## config.mk

```make
export PLATFORM = sky130hd
export DESIGN_NAME = uart_rx_ctrl
export DESIGN_NICKNAME = d
export VERILOG_FILES = /design/src/rtl/uart_rx_ctrl_pkg.sv /design/src/rtl/uart_baud_cnt.sv /design/src/rtl/uart_rx_ctrl.sv
export SDC_FILE = /design/constraint.sdc
export NUM_CORES = 1
export LEC_CHECK = 0
export BUFFER_PORTS_ARGS = -buffer_cell sky130_fd_sc_hd__buf_4
export CAP_MARGIN = 0
export CORE_MARGIN = 3
export CORE_UTILIZATION = 57
export DETAILED_ROUTE_END_ITERATION = 8
export GPL_ROUTABILITY_DRIVEN = 0
export GPL_TIMING_DRIVEN = 0
export PLACE_DENSITY = 0.87
export SYNTH_ARGS = -nofsm -noshare
export SYNTH_HDL_FRONTEND = slang
export SYNTH_SLANG_ARGS = --single-unit
export TNS_END_PERCENT = 100
```

## constraint.sdc

```tcl
create_clock -name CLK -period 1.83 [get_ports CLK]
set_input_delay 0.549 -clock CLK [delete_from_list [all_inputs] [get_ports CLK]]
set_output_delay 0.549 -clock CLK [all_outputs]
set_load 0.02 [all_outputs]
```

## src/rtl/uart_rx_ctrl_pkg.sv

```systemverilog
// Shared UART definitions: receiver state encodings, the parity sense, and a
// ceil-log2 helper used to size counters (also used by the TX side).
package uart_rx_ctrl_pkg;

  typedef enum logic [2:0] {
    ST_IDLE   = 3'd0,
    ST_START  = 3'd1,
    ST_DATA   = 3'd2,
    ST_PARITY = 3'd3,
    ST_STOP   = 3'd4,
    ST_DONE   = 3'd5
  } rx_state_e;

  // Even parity: XOR of data and parity bit must come out 0.
  localparam logic EVEN_PARITY = 1'b0;

  // Bits needed to hold values 0..value-1; never less than 1.
  function automatic int clog2(input int value);
    int v;
    int w;
    v = value - 1;
    w = 0;
    for (int i = 0; i < 31; i++) begin
      if ((v >> i) != 0) w = i + 1;
    end
    return (w < 1) ? 1 : w;
  endfunction

endpackage

```

## src/rtl/uart_baud_cnt.sv

```systemverilog
// Baud-period counter for the UART receiver. Counts while enabled, wraps to 0
// at BIT_CNT-1, and flags the half-period and full-period points.
module uart_baud_cnt
  import uart_rx_ctrl_pkg::*;
#(
  parameter int BIT_CNT = 434,
  parameter int HALF    = 217,
  parameter int CNT_W   = clog2(BIT_CNT)
) (
  input  logic CLK,
  input  logic RSTn,
  input  logic clr,
  input  logic en,
  output logic half_tick,
  output logic full_tick
);

  logic [CNT_W-1:0] cnt;

  // Ticks only count while the FSM is timing a bit.
  assign half_tick = en && (cnt == CNT_W'(HALF - 1));
  assign full_tick = en && (cnt == CNT_W'(BIT_CNT - 1));

  // Free-running bit timer; clear wins over count, wrap at the end of a bit.
  always_ff @(posedge CLK or negedge RSTn) begin
    if (!RSTn)          cnt <= '0;
    else if (clr)       cnt <= '0;
    else if (full_tick) cnt <= '0;
    else if (en)        cnt <= cnt + CNT_W'(1);
  end

endmodule

```

## src/rtl/uart_rx_ctrl.sv

```systemverilog
// UART receive frame controller. A one-cycle h2l_sig pulse in IDLE starts a
// frame; bits are sampled at mid-period, data shifted in LSB first, the stop
// bit checked, and the byte presented with a one-cycle rx_done pulse.
// Optional parity bit and parity_err port: define UART_RX_PARITY_EN.
module uart_rx_ctrl
  import uart_rx_ctrl_pkg::*;
#(
  parameter int CLK_FREQ  = 50_000_000,
  parameter int BAUD      = 115200,
  parameter int DATA_BITS = 8
) (
  input  logic                 CLK,
  input  logic                 RSTn,
  input  logic                 rx_pin_in,
  input  logic                 h2l_sig,
  input  logic                 rx_en,
  output logic [DATA_BITS-1:0] rx_data,
  output logic                 rx_done,
  output logic                 frame_err
`ifdef UART_RX_PARITY_EN
  ,
  output logic                 parity_err
`endif
);

  localparam int BIT_CNT = CLK_FREQ / BAUD;
  localparam int HALF    = BIT_CNT / 2;
  localparam int CNT_W   = clog2(BIT_CNT);
  localparam int IDX_W   = clog2(DATA_BITS);
  localparam logic [IDX_W-1:0] LAST_IDX = IDX_W'(DATA_BITS - 1);

`ifdef UART_RX_PARITY_EN
  localparam rx_state_e ST_AFTER_DATA = ST_PARITY;
`else
  localparam rx_state_e ST_AFTER_DATA = ST_STOP;
`endif

  rx_state_e            state, state_nxt;
  logic                 cnt_clr, cnt_en;
  logic                 half_tick, full_tick;
  logic                 shift_en, load_en;
  logic [IDX_W-1:0]     idx;
  logic [DATA_BITS-1:0] shreg;
`ifdef UART_RX_PARITY_EN
  logic                 par_en;
  logic                 par_bit;
`endif

  uart_baud_cnt #(
    .BIT_CNT (BIT_CNT),
    .HALF    (HALF),
    .CNT_W   (CNT_W)
  ) u_baud (
    .CLK       (CLK),
    .RSTn      (RSTn),
    .clr       (cnt_clr),
    .en        (cnt_en),
    .half_tick (half_tick),
    .full_tick (full_tick)
  );

  // State register.
  always_ff @(posedge CLK or negedge RSTn) begin
    if (!RSTn) state <= ST_IDLE;
    else       state <= state_nxt;
  end

  // Next state and datapath strobes; rx_en low overrides everything.
  always_comb begin
    state_nxt = state;
    cnt_clr   = 1'b0;
    cnt_en    = 1'b0;
    shift_en  = 1'b0;
    load_en   = 1'b0;
`ifdef UART_RX_PARITY_EN
    par_en    = 1'b0;
`endif
    if (!rx_en) begin
      state_nxt = ST_IDLE;
      cnt_clr   = 1'b1;
    end else begin
      case (state)
        ST_IDLE: begin
          cnt_clr = 1'b1;
          if (h2l_sig) state_nxt = ST_START;
        end
        ST_START: begin
          cnt_en = 1'b1;
          if (half_tick) begin
            // Line back high at mid-start: treat the edge as a glitch.
            cnt_clr   = 1'b1;
            state_nxt = rx_pin_in ? ST_IDLE : ST_DATA;
          end
        end
        ST_DATA: begin
          cnt_en = 1'b1;
          if (full_tick) begin
            shift_en = 1'b1;
            if (idx == LAST_IDX) state_nxt = ST_AFTER_DATA;
          end
        end
`ifdef UART_RX_PARITY_EN
        ST_PARITY: begin
          cnt_en = 1'b1;
          if (full_tick) begin
            par_en    = 1'b1;
            state_nxt = ST_STOP;
          end
        end
`endif
        ST_STOP: begin
          cnt_en = 1'b1;
          // Leaving at mid-stop leaves half a bit to catch a back-to-back start.
          if (full_tick) begin
            load_en   = 1'b1;
            state_nxt = ST_DONE;
          end
        end
        ST_DONE: begin
          cnt_clr   = 1'b1;
          state_nxt = ST_IDLE;
        end
        default: begin
          cnt_clr   = 1'b1;
          state_nxt = ST_IDLE;
        end
      endcase
    end
  end

  // Shift register, bit index and output registers; outputs change only on load.
  always_ff @(posedge CLK or negedge RSTn) begin
    if (!RSTn) begin
      idx        <= '0;
      shreg      <= '0;
      rx_data    <= '0;
      frame_err  <= 1'b0;
`ifdef UART_RX_PARITY_EN
      par_bit    <= 1'b0;
      parity_err <= 1'b0;
`endif
    end else begin
      if (state == ST_START) idx <= '0;
      if (shift_en) begin
        shreg[idx] <= rx_pin_in;
        idx        <= idx + IDX_W'(1);
      end
`ifdef UART_RX_PARITY_EN
      if (par_en) par_bit <= rx_pin_in;
`endif
      if (load_en) begin
        rx_data    <= shreg;
        frame_err  <= ~rx_pin_in;
`ifdef UART_RX_PARITY_EN
        parity_err <= ((^shreg) ^ par_bit) != EVEN_PARITY;
`endif
      end
    end
  end

  // DONE lasts exactly one cycle, so the pulse is just the state decode.
  assign rx_done = (state == ST_DONE);

endmodule
```

==> impl_results.md <==
* Ys async rst share at 100%
* Hold_buf cts at 0
* PortBufs at 13
* Power share of the clock group at 35.9%
* Yosys cell types at 34
* Min Tclk post-route at 1.78 ns
* Crit path kind: flop to flop
* Fin Hold WS at 0.128 ns
* Io pins at 15
* Final #Nets at 164
* Final Hold Fails at 0
* Worst Skew at 0.00796 ns
* Sequential share of power at 60.5%
* Largest cells by area after synthesis: dfrtp_1, mux2_2, and4bb_2
* Via-to-Cell Ratio at 5.65
* Vias in the first global route at 1057
* Post-synth top area cell: dfrtp_1
* Cells after Synth at 134
* Synth top area share at 51.1%
* Cell Rows at 18
* Critical Path Sink Type: flop
* Area grow syn2layout at 15.3%
* VDD IR max at 0.000637 V
* Iter 0 DRT Violations at 27
* Syn nets at 144
* First-pass GRT wire length at 4.75 mm
* Reg clk slew, reported paths at 0.10 ns
* Main synth FF type: dfrtp_1
* Share of cells above drive strength 1 at 34.2%
* WL final at 2.79 mm
* CP max FO at 8
* Synth Area in Simple Gates at 20.5%
* H-tree levels at 2
* Starting density of the core at 61.6%
* First-pass detailed-route iteration total at 4
* CTS max path bufs at 2
* Worst slew pin tran at 0.410 ns
* Power Internal at 0.912 mW
* Syn Std Cell Area at 0.00157 mm2
* CTS tree: yes
* Core Region at 0.00254 mm2
* Period Utilization, post-route at 97.0%
* Post-synthesis sequential area ratio at 51.1%
* Grt ovf at 0
* Worst Path Arrival at 2.01 ns
* Die Y-Extent at 58.4 um
* RSZ-0062 raised after global routing: true
* Main combinational cell family by area after synthesis: simple AND/OR/NAND/NOR gates
* Total number of vias at 1046
* Die Area at 0.00341 mm2
* Outcome: complete, no violations
* Sw Share at 22.9%
* Number of synthesized flops with an enable pin at 0
* PD cells at 655 mW/mm2
* Final antenna-violating net count at 0
* Post-Synth XOR/XNOR Area at 4.47%
* Initial antenna violation count at 0
* Max-cap violations at 0
* DIE WIDTH at 58.4 um
* Combinational share of power at 3.6%
* Clock net sink count at 32
* Final setup viols at 0
* Root Buffer Master: clkbuf_4
* Later-pin clock latency in the skew report at 0.34 ns
* Ys Warns at 0
* Top-count cell post-synth: dfrtp_1
* Pleak at 0.854 nW
* Max Slew Vio Count at 0
* Post-Synth Adder-Cell Area at 3.99%
* Worst setup SP type: flop
* Worst min path class: primary input to asynchronous set/reset pin
* Setup TNS at 0 ns
* Syn avg cell area at 11.7 um2
* Pin count of the biggest net entering global routing at 33
* Number of CTS-inserted buffers at 5
* DRC viols at 0
* Diode count at 0
* Switch Pwr at 0.271 mW
* Fmax at 563 MHz
* WL per Instance at 15.1 um
* Overall Global Routing Usage at 19.1%
* Most frequent cells after synthesis: dfrtp_1, mux2_2, nor2_1
* Slew HR at 72.7%
* FF+latch count, synth at 32
* HPWL Detailed at 1.91 mm
* Critical Path RT at 2.06 ns
* Compound-Gate Fraction of Synth Area at 3.91%
* Post-synthesis mux area share at 12.1%
==> layout by cell type (no fill, tap or decap), drive strengths merged, types with 4 or more instances in the layout <==
master / instances
xnor2: 4
ha: 5
mux2: 16
nand3: 5
xor2: 4
buf: 19
nor2: 12
nand2: 10
dfrtp: 32
and4bb: 5
clkbuf: 7
o21ai: 6
nand4b: 4
inv: 5
==> cell type report <==
type	count	area, um2
Sequential cell	32	802
Multi-Input combinational cell	91	741
Fill cell	180	738
Timing Repair Buffer	14	105
Clock buffer	7	55.1
Buffer	5	40.0
Tap cell	30	37.5
Inverter	5	18.8
Clock inverter	1	7.51
==> cell families after synthesis <==
family / count (synthesis)
adder cells (fa/ha/maj): 5
multiplexers: 17
flip-flops: 32
XOR/XNOR: 8
buffers and inverters: 11
AO/OA/AOI/OAI: 10
AND/OR/NAND/NOR: 51
==> registers in the layout, summed over array words and instances (netlist names) <==
signal and count:
state 3, frame_err 1, shreg 8, idx 3
rx_data 8, u_baud.cnt 9
==> power by group through the flow <==
stage               clock network [mW]  logic, mW  registers [mW]
floorplan                            0     0.0185           0.728
global placement                     0     0.0415           0.728
detailed placement                   0     0.0431           0.728
CTS                              0.434     0.0434           0.714
global route                     0.469     0.0496           0.716
finish                           0.425     0.0429           0.715
==> through the flow <==
step	power [mW]	area [um2]	cells	util, %	setup WS (ns)
floorplan	0.746	1570	134	-	0.150
global placement	0.769	1700	177	66.9	0.0489
detailed placement	0.772	1700	177	66.9	0.0229
CTS	1.19	1760	185	69.3	0.0249
global route	1.23	1810	185	71.0	-0.0584
finish	1.18	1810	185	71.0	0.0547
==> layer usage <==
metal / share of wire [%] / vias to the layer above / wire [um] / GRT usage [%]
met2: 48 / 24 / 1350 / 28.7
met1: 44 / 501 / 1230 / 24.6
met3: 4.7 / 9 / 131 / 6.58
met4: 2.6 / 0 / 73 / 9.27
met5: 0 / - / 0 / 0
li1: - / 512 / - / -
==> timing repair <==
item,in CTS,in global routing
gates resized for setup,0,10
hold endpoints to repair,0,0
endpoints found under the setup margin,0,19
setup buffers,0,1
==> worst max-delay path: stages (launching register included) <==
cell and delay, ns:
dfrtp_1 0.42, inv_2 0.09, ha_4 0.11, and4bb_2 0.27
and3_4 0.23, buf_8 0.12, nand4_1 0.12, mux2_4 0.32
==> final timing paths <==
check	endpoint	slack, ns	cells after the start	start
max	shreg[7]	0.05	7	u_baud.cnt[1]
min	state[2]	0.13	1	RSTn
max reg2reg	shreg[7]	0.05	7	u_baud.cnt[1]
min reg2reg	rx_data[6]	0.51	1	shreg[6]
max in group asynchronous	u_baud.cnt[0]	1.39	1	RSTn
min in group CLK	state[1]	0.50	3	rx_en
Note: power is estimated with default switching activity, not from simulation.
